==> config.mk <==
export PLATFORM = sky130hd
export DESIGN_NAME = bus_cycle_ctrl
export DESIGN_NICKNAME = d
export VERILOG_FILES = /design/src/rtl/bus_cycle_ctrl.sv
export SDC_FILE = /design/constraint.sdc
export NUM_CORES = 1
export LEC_CHECK = 0
export CORE_MARGIN = 10
export CORE_UTILIZATION = 43
export DETAILED_ROUTE_END_ITERATION = 8
export PLACE_DENSITY = 0.78
export SYNTH_ARGS = -nofsm -noshare
export SYNTH_HDL_FRONTEND = slang
export SYNTH_SLANG_ARGS = --single-unit
==> constraint.sdc <==
create_clock -name phi1 -period 1.98 [get_ports phi1]
set_input_delay 0.198 -clock phi1 [delete_from_list [all_inputs] [get_ports phi1]]
set_output_delay 0.198 -clock phi1 [all_outputs]
set_load 0.02 [all_outputs]
==> src/rtl/bus_cycle_ctrl.sv <==
// 8085-style bus cycle controller: sequences T1-T2-[TW]-T3 machine cycles on the
// multiplexed AD bus, drives the strobes/status and grants HOLD between cycles.
module bus_cycle_ctrl #(
    parameter int unsigned MAX_WAIT   = 0,
    parameter logic [7:0]  NOP_OPCODE = 8'h00
) (
    input  logic        phi1,
    input  logic        resetn,
    input  logic        cyc_req,
    input  logic [2:0]  cyc_type,
    input  logic [15:0] cyc_addr,
    input  logic [7:0]  cyc_wdata,
    output logic        cyc_ack,
    output logic        cyc_done,
    output logic        bus_err,
    output logic [7:0]  rdata,
    output logic [7:0]  next_instruction,
    output logic [7:0]  a_hi,
    output logic [7:0]  ad_out,
    output logic        ad_oe,
    input  logic [7:0]  ad_in,
    output logic        ALE,
    output logic        RDn,
    output logic        WRn,
    output logic        INTAn,
    output logic        IOMn,
    output logic        S1,
    output logic        S0,
    input  logic        READY,
    input  logic        HOLD,
    output logic        HLDA
);

    localparam int unsigned    WCW      = (MAX_WAIT > 0) ? $clog2(MAX_WAIT + 1) : 1;
    localparam logic [WCW-1:0] WAIT_LIM = WCW'(MAX_WAIT);

    localparam logic [2:0] CY_OPF = 3'd0;
    localparam logic [2:0] CY_MR  = 3'd1;
    localparam logic [2:0] CY_MW  = 3'd2;
    localparam logic [2:0] CY_IOR = 3'd3;
    localparam logic [2:0] CY_IOW = 3'd4;
    localparam logic [2:0] CY_INA = 3'd5;

    typedef enum logic [2:0] {
        ST_IDLE  = 3'd0,
        ST_T1    = 3'd1,
        ST_T2    = 3'd2,
        ST_TW    = 3'd3,
        ST_T3    = 3'd4,
        ST_THOLD = 3'd5
    } state_t;

    function automatic logic [2:0] status_of(input logic [2:0] t);
        logic [2:0] s;
        case (t)
            CY_OPF:  s = 3'b011;
            CY_MR:   s = 3'b010;
            CY_MW:   s = 3'b001;
            CY_IOR:  s = 3'b110;
            CY_IOW:  s = 3'b101;
            CY_INA:  s = 3'b111;
            default: s = 3'b010;
        endcase
        return s;
    endfunction

    // Illegal codes run as memory reads so the bus never sees an undefined status.
    function automatic logic [2:0] legal_type(input logic [2:0] t);
        return (t > CY_INA) ? CY_MR : t;
    endfunction

    function automatic logic is_write(input logic [2:0] t);
        return (t == CY_MW) || (t == CY_IOW);
    endfunction

    state_t         state_r, state_s;
    logic [2:0]     type_r, type_s;
    logic [15:0]    addr_r, addr_s;
    logic [7:0]     wdata_r, wdata_s;
    logic [WCW-1:0] wait_r, wait_s;
    logic           err_s;
    logic           ack_s, done_s, berr_s, hlda_s;
    logic           ale_s, rdn_s, wrn_s, intan_s, ad_oe_s;
    logic [7:0]     rdata_s, ni_s, a_hi_s, ad_out_s;
    logic [2:0]     stat_s;

    // Next-state, cycle latching and next output values (outputs follow the next state).
    always_comb begin
        state_s  = state_r;
        type_s   = type_r;
        addr_s   = addr_r;
        wdata_s  = wdata_r;
        wait_s   = wait_r;
        err_s    = 1'b0;
        rdata_s  = rdata;
        ni_s     = next_instruction;
        ack_s    = 1'b0;
        done_s   = 1'b0;
        berr_s   = 1'b0;
        hlda_s   = 1'b0;
        ale_s    = 1'b0;
        rdn_s    = 1'b1;
        wrn_s    = 1'b1;
        intan_s  = 1'b1;
        ad_oe_s  = 1'b0;
        a_hi_s   = a_hi;
        ad_out_s = ad_out;
        stat_s   = {IOMn, S1, S0};

        case (state_r)
            ST_IDLE, ST_T3: begin
                if (state_r == ST_T3 && !is_write(type_r)) begin
                    rdata_s = ad_in;
                    if (type_r == CY_OPF) begin
                        ni_s = ad_in;
                    end else begin
                        ni_s = next_instruction;
                    end
                end else begin
                    rdata_s = rdata;
                end
                if (HOLD) begin
                    state_s = ST_THOLD;
                end else if (cyc_req) begin
                    state_s = ST_T1;
                    type_s  = legal_type(cyc_type);
                    addr_s  = cyc_addr;
                    wdata_s = cyc_wdata;
                    wait_s  = '0;
                end else begin
                    state_s = ST_IDLE;
                end
            end
            ST_T1: state_s = ST_T2;
            ST_T2, ST_TW: begin
                if (READY) begin
                    state_s = ST_T3;
                end else if ((MAX_WAIT != 0) && (wait_r == WAIT_LIM)) begin
                    state_s = ST_T3;
                    err_s   = 1'b1;
                end else begin
                    state_s = ST_TW;
                    if (wait_r != {WCW{1'b1}}) begin
                        wait_s = wait_r + WCW'(1);
                    end else begin
                        wait_s = wait_r;
                    end
                end
            end
            ST_THOLD: begin
                if (HOLD) begin
                    state_s = ST_THOLD;
                end else begin
                    state_s = ST_IDLE;
                end
            end
            default: state_s = ST_IDLE;
        endcase

        case (state_s)
            ST_T1: begin
                ale_s    = 1'b1;
                ad_oe_s  = 1'b1;
                ad_out_s = addr_s[7:0];
                a_hi_s   = addr_s[15:8];
                ack_s    = 1'b1;
                stat_s   = status_of(type_s);
            end
            ST_T2, ST_TW, ST_T3: begin
                if (is_write(type_s)) begin
                    wrn_s    = 1'b0;
                    ad_oe_s  = 1'b1;
                    ad_out_s = wdata_s;
                end else if (type_s == CY_INA) begin
                    intan_s = 1'b0;
                end else begin
                    rdn_s = 1'b0;
                end
                done_s = (state_s == ST_T3);
                berr_s = err_s;
            end
            ST_THOLD: begin
                hlda_s = 1'b1;
                stat_s = 3'b000;
            end
            ST_IDLE: stat_s = 3'b000;
            default: stat_s = 3'b000;
        endcase
    end

    // State, latched cycle parameters and all registered outputs.
    always_ff @(posedge phi1 or negedge resetn) begin
        if (!resetn) begin
            state_r          <= ST_IDLE;
            type_r           <= CY_OPF;
            addr_r           <= 16'h0000;
            wdata_r          <= 8'h00;
            wait_r           <= '0;
            cyc_ack          <= 1'b0;
            cyc_done         <= 1'b0;
            bus_err          <= 1'b0;
            HLDA             <= 1'b0;
            ALE              <= 1'b0;
            RDn              <= 1'b1;
            WRn              <= 1'b1;
            INTAn            <= 1'b1;
            ad_oe            <= 1'b0;
            a_hi             <= 8'h00;
            ad_out           <= 8'h00;
            {IOMn, S1, S0}   <= 3'b000;
            rdata            <= 8'h00;
            next_instruction <= NOP_OPCODE;
        end else begin
            state_r          <= state_s;
            type_r           <= type_s;
            addr_r           <= addr_s;
            wdata_r          <= wdata_s;
            wait_r           <= wait_s;
            cyc_ack          <= ack_s;
            cyc_done         <= done_s;
            bus_err          <= berr_s;
            HLDA             <= hlda_s;
            ALE              <= ale_s;
            RDn              <= rdn_s;
            WRn              <= wrn_s;
            INTAn            <= intan_s;
            ad_oe            <= ad_oe_s;
            a_hi             <= a_hi_s;
            ad_out           <= ad_out_s;
            {IOMn, S1, S0}   <= stat_s;
            rdata            <= rdata_s;
            next_instruction <= ni_s;
        end
    end

endmodule

Yosys cells after proc, flatten, opt, wreduce, memory -nomap -nowiden. Cells that the tools add are included.

Word-level logic and storage cells: 82. Register bits after elaboration: 72.

Equal/unequal tests: 17. Order comparisons: 1. Reductions and logical operators: 14. Muxes and demuxes: 32.

Operators by type and width (count): 16-bit 2-to-1 mux (3); 8-bit 2-to-1 mux (4); 3-bit by 2-bit == test with 1-bit output, second input constant (7); 3-bit == test, second input constant (7); 3-bit 2-to-1 mux (7); 8-bit one-hot mux with 2 select lines (1); 3-bit one-hot mux with 5 select lines (1); 1-bit 2-to-1 mux (13); 3-bit one-hot mux with 4 select lines (1); 3-bit zero test (3); 3-bit by 1-bit == test with 1-bit output, second input constant (2); 3-bit one-hot mux with 2 select lines (1); 2-bit AND reduction (2); 2-bit OR reduction (2); 3-bit greater-than comparator, second input constant (1); 3-bit AND reduction (1); 3-bit OR reduction (1); 1-bit logical OR (2); 2-bit inequality test, second input constant (1); 1-bit one-hot mux with 2 select lines (1); 2-bit nonzero test (1); 1-bit logical AND (1); 1-bit zero test (1).

Logic depth before layout (Yosys ltp).
Depth in word-level cells: 9. Depth in mapped cells: 7. Depth with buffers taken out: 4.

Least setup slack after synthesis. OpenSTA, ideal clock, no wires.

Path type: register to register. Start: reg state_r[1]. End: reg ad_out[0]. Slack: 275 ps. Arrival time: 1580 ps. Path buffers: 2. Library setup time: 126 ps. Stages on the path, launching flop included: 6. Cells stage by stage: dfrtp_1 or4b_1 buf_2 o41a_4 buf_6 a221o_1.

Word-level cells in the longest chain between the ends: 7.

Ends and longest elaborated chain: from (decl) (line 76) `state_t state_r, state_s;`; from (signal assigned) (line 214) `state_r <= state_s;`; 3-bit by 2-bit == test with 1-bit output (tied with other cells); 2-bit OR reduction (line 110) `case (state_r)`; 3-bit one-hot mux with 4 select lines or 3-bit 2-to-1 mux (tied branches) (line 110); 3-bit == test (tied with other cells) (line 160) `case (state_s)`; 3-bit OR reduction or 1-bit logical OR (tied branches) (line 160, 73); 2-bit inequality test (no line) or 2-bit nonzero test (tied branches); 2-bit AND reduction (no line); to (signal assigned) (line 229) `ad_out <= ad_out_s;`; to (decl) (line 19) `output logic [7:0] ad_out,`.

Several ways; a longest one is shown, not always the timed one. The select of a mux whose other input is x is not followed. A chain may end at the register's enable or synchronous reset.

Final worst setup path.
Start: reg state_r[1]. End: reg ad_out[5].

Same word-level chain as after synthesis.

==> flow_metrics.tcl <==
set metrics [dict create \
    drt_pass1_iterations 5 \
    synth_top_cells_by_count "nand2_1 (55), dfrtp_1 (53), mux2_2 (16), and2_1 (9)" \
    layout-area-overhead-vs-synth_pct 45.4 \
    final.setup.tns_ns 0 \
    synthesis.instances 194 \
    wire_length_of_the_first_global_routing_pass_um 8980 \
    detailedRoute.firstIterationViolations 72 \
    grt_pass1_vias 1761 \
    timing.critical_path.arrival_ns 2.01 \
    cts_tree "built" \
    die-height_um 92.5 \
    max_clock_freq_mhz 566 \
    grt_setup_unrepaired "false" \
    netlist.area_leader.share 0.587 \
    grt_antenna_before_repair 0 \
    m1WireLength_um 2400 \
    grt_max_degree 57 \
    critical_path.endpoint_type "flop" \
    worstSkewPairLatency_ns 0.31 \
    met2_length_um 2320 \
    avgSynthCellArea_um2 11.6 \
    floorplan.initialDensity 0.442 \
    ff_latch_count_synth 56 \
    postSynth.asyncResetShare 1.00 \
    synthMostInstantiatedCell "nand2_1" \
    cts.htree.levels 2 \
    io_pins 84 \
    cap_viol_max_count 0 \
    post_synth_instance_area_mm2 0.00226 \
    count_of_input_and_output_buffers 82 \
    net_count_of_the_mapped_netlist 234 \
    finClkSkew_ns 0.00441 \
    worst_slew_margin_rel 0.367 \
    pleak_nw 1.47 \
    clock_sink_count 56 \
    drt.antenna.violating_nets 0 \
    drt-wirelength-per-cell_um 15.1 \
    worst_ep_required_time_ns 2.23 \
    final.period_utilization 0.892 \
    die_x_um 92.5 \
    min_path_type "in -> reg" \
    yosysTopAreaCell "dfrtp_1" \
    routed-wl-met3_um 505 \
    overall_global_routing_resource_usage 0.128 \
    vias_per_cell 4.84 \
    synth_edf_count 0 \
    critical_path_class "reg -> reg" \
    tritoncts.num_buffers 5 \
    insertedDiodeCount 0 \
    yosys.area_share.simple 0.162 \
    post-dp-hpwl_um 3930 \
    finalHoldViolations 0 \
    worstSetupStartpointType "flop" \
    synth_top_family_by_area "simple AND/OR/NAND/NOR gates" \
    vdd.ir_drop.worst_uv 677 \
    floorplan.core_area_mm2 0.00511 \
    max_layer_used "met4" \
    postLayoutCoreUtil 0.643 \
    status "finished, final reports clean" \
    synth-adder-area-share 0 \
    post-route-drc-count 0 \
    remaining_global_route_overflow 0 \
    clockBufferDepth 2 \
    synth-warning-count 0 \
    gpl.final_weighted_congestion 0.718 \
    worst_slew_pin_slew_ns 0.941 \
    fillCellCount 417 \
    clockRootBuffer "clkbuf_8" \
    timing.final.max_slew_violations 0 \
    fraction_of_layout_instances_using_a_drive_strength_above_1 0.143 \
    yosys-top-cells-area "dfrtp_1 (59%), nand2_1 (9.1%), mux2_2 (8.0%)" \
    post_synth_xor_area_fraction 0.00388 \
    via_count 1690 \
    fp-row-count 26 \
    setup-violations-final 0 \
    dominantRegCellSynth "dfrtp_1" \
    powerDensity_mw_per_mm2 1540 \
    synth-compound-area-share 0.0897 \
    final_nets 318 \
    drt_wl_total_um 5290 \
    die_area_mm2 0.00855 \
    cts_post_setup_buffers_inserted 0 \
    post_cts_resized 0 \
    fin_crit_ns 1.77 \
    register_area_share_after_synthesis 0.622 \
    synth.area.mux_share 0.0842 \
    cts.clk_slew.worst_paths_ns 0.10 \
    netlist-cell-type-count 34 \
    critical_path_peak_fanout 20 \
    min_hold_slack_ns 0.406 \
]
-- sequential cells by signal, indices dropped and copies added (netlist names), 3 cells and up --
name	count
ad_out	8
type_r	3
a_hi	8
rdata	8
state_r	3
wdata_r	8
next_instruction	8
-- cell type report --
class | instances | area (um2) | area share
Sequential cell | 56 | 1410 | 0.428
Multi-Input combinational cell | 123 | 771 | 0.235
Tap cell | 70 | 87.6 | 0.0267
Clock inverter | 3 | 46.3 | 0.0141
Timing Repair Buffer | 89 | 896 | 0.273
Inverter | 3 | 11.3 | 0.00343
Clock buffer | 5 | 68.8 | 0.0209
-- cell usage in the layout (no fill, tap or decap), types with 2 or more instances in the layout --
cell type	instances
clkbuf_8	5
and2_1	9
nand2_1	55
dfrtp_1	53
buf_4	4
mux2_2	16
nand2b_1	2
a21oi_1	3
buf_12	2
clkdlybuf4s50_1	81
nor2_1	3
nor3b_1	2
dfstp_2	3
a221o_1	8
inv_1	2
o21ai_0	8
-- critical path: stages, from the launching register on --
cell and delay (ns):
dfrtp_1 0.45, or4b_1 0.65, inv_2 0.31, and2_1 0.19, a221o_1 0.10
-- what timing repair did --
| action | CTS | global route |
|---|---|---|
| setup endpoints to repair | 0 | 0 |
| endpoints found under the hold margin | 53 | 0 |
| hold buffers | 1 | 0 |
-- report_power, final --
part	internal [W]	switching (W)	leakage [nW]
Clock	0.000381	0.000373	0.0548
Sequential	0.00167	0.000328	0.689
Combinational	0.00119	0.00113	0.726
Total	0.00324	0.00183	1.47
-- worst paths after layout --
kind	start	depth (start not counted)	slack, ns	endpoint
max	state_r[1]	4	0.21	ad_out[5]
min	cyc_addr[10]	3	0.41	a_hi[2]
max reg2reg	state_r[1]	4	0.21	ad_out[5]
min reg2reg	a_hi[4]	2	0.49	a_hi[4]
max in group asynchronous	resetn	3	1.27	WRn
min in group asynchronous	resetn	3	0.42	cyc_done
-- kinds of logic (layout without fill, tap and decap cells) --
logic type                count (synthesis)  after routing
muxes                                    17             17
xor gates and xnor gates                  1              1
other                                     1              1
buffers and inverters                    15            100
AOI/OAI and AO/OA                        25             25
and+or+nand+nor                          79             79
DFF                                      56             56
-- per-stage QoR --
step,total power [W],std cells,setup slack [ns],area (um2)
detailed placement,0.00438,340,0.0776,3160
CTS,0.00514,349,0.201,3290
finish,0.00507,349,0.215,3290
floorplan,0.00329,194,0.275,2260
global route,0.00542,349,0.0863,3290
global placement,0.00432,340,0.122,3160
-- per-layer routing --
layer / global-route usage / vias up
li1: - / 811
met1: 0.160 / 805
met2: 0.193 / 67
met3: 0.0597 / 7
met4: 0.0386 / 0
met5: 0 / -
Note: power is estimated with default switching activity, not from simulation.
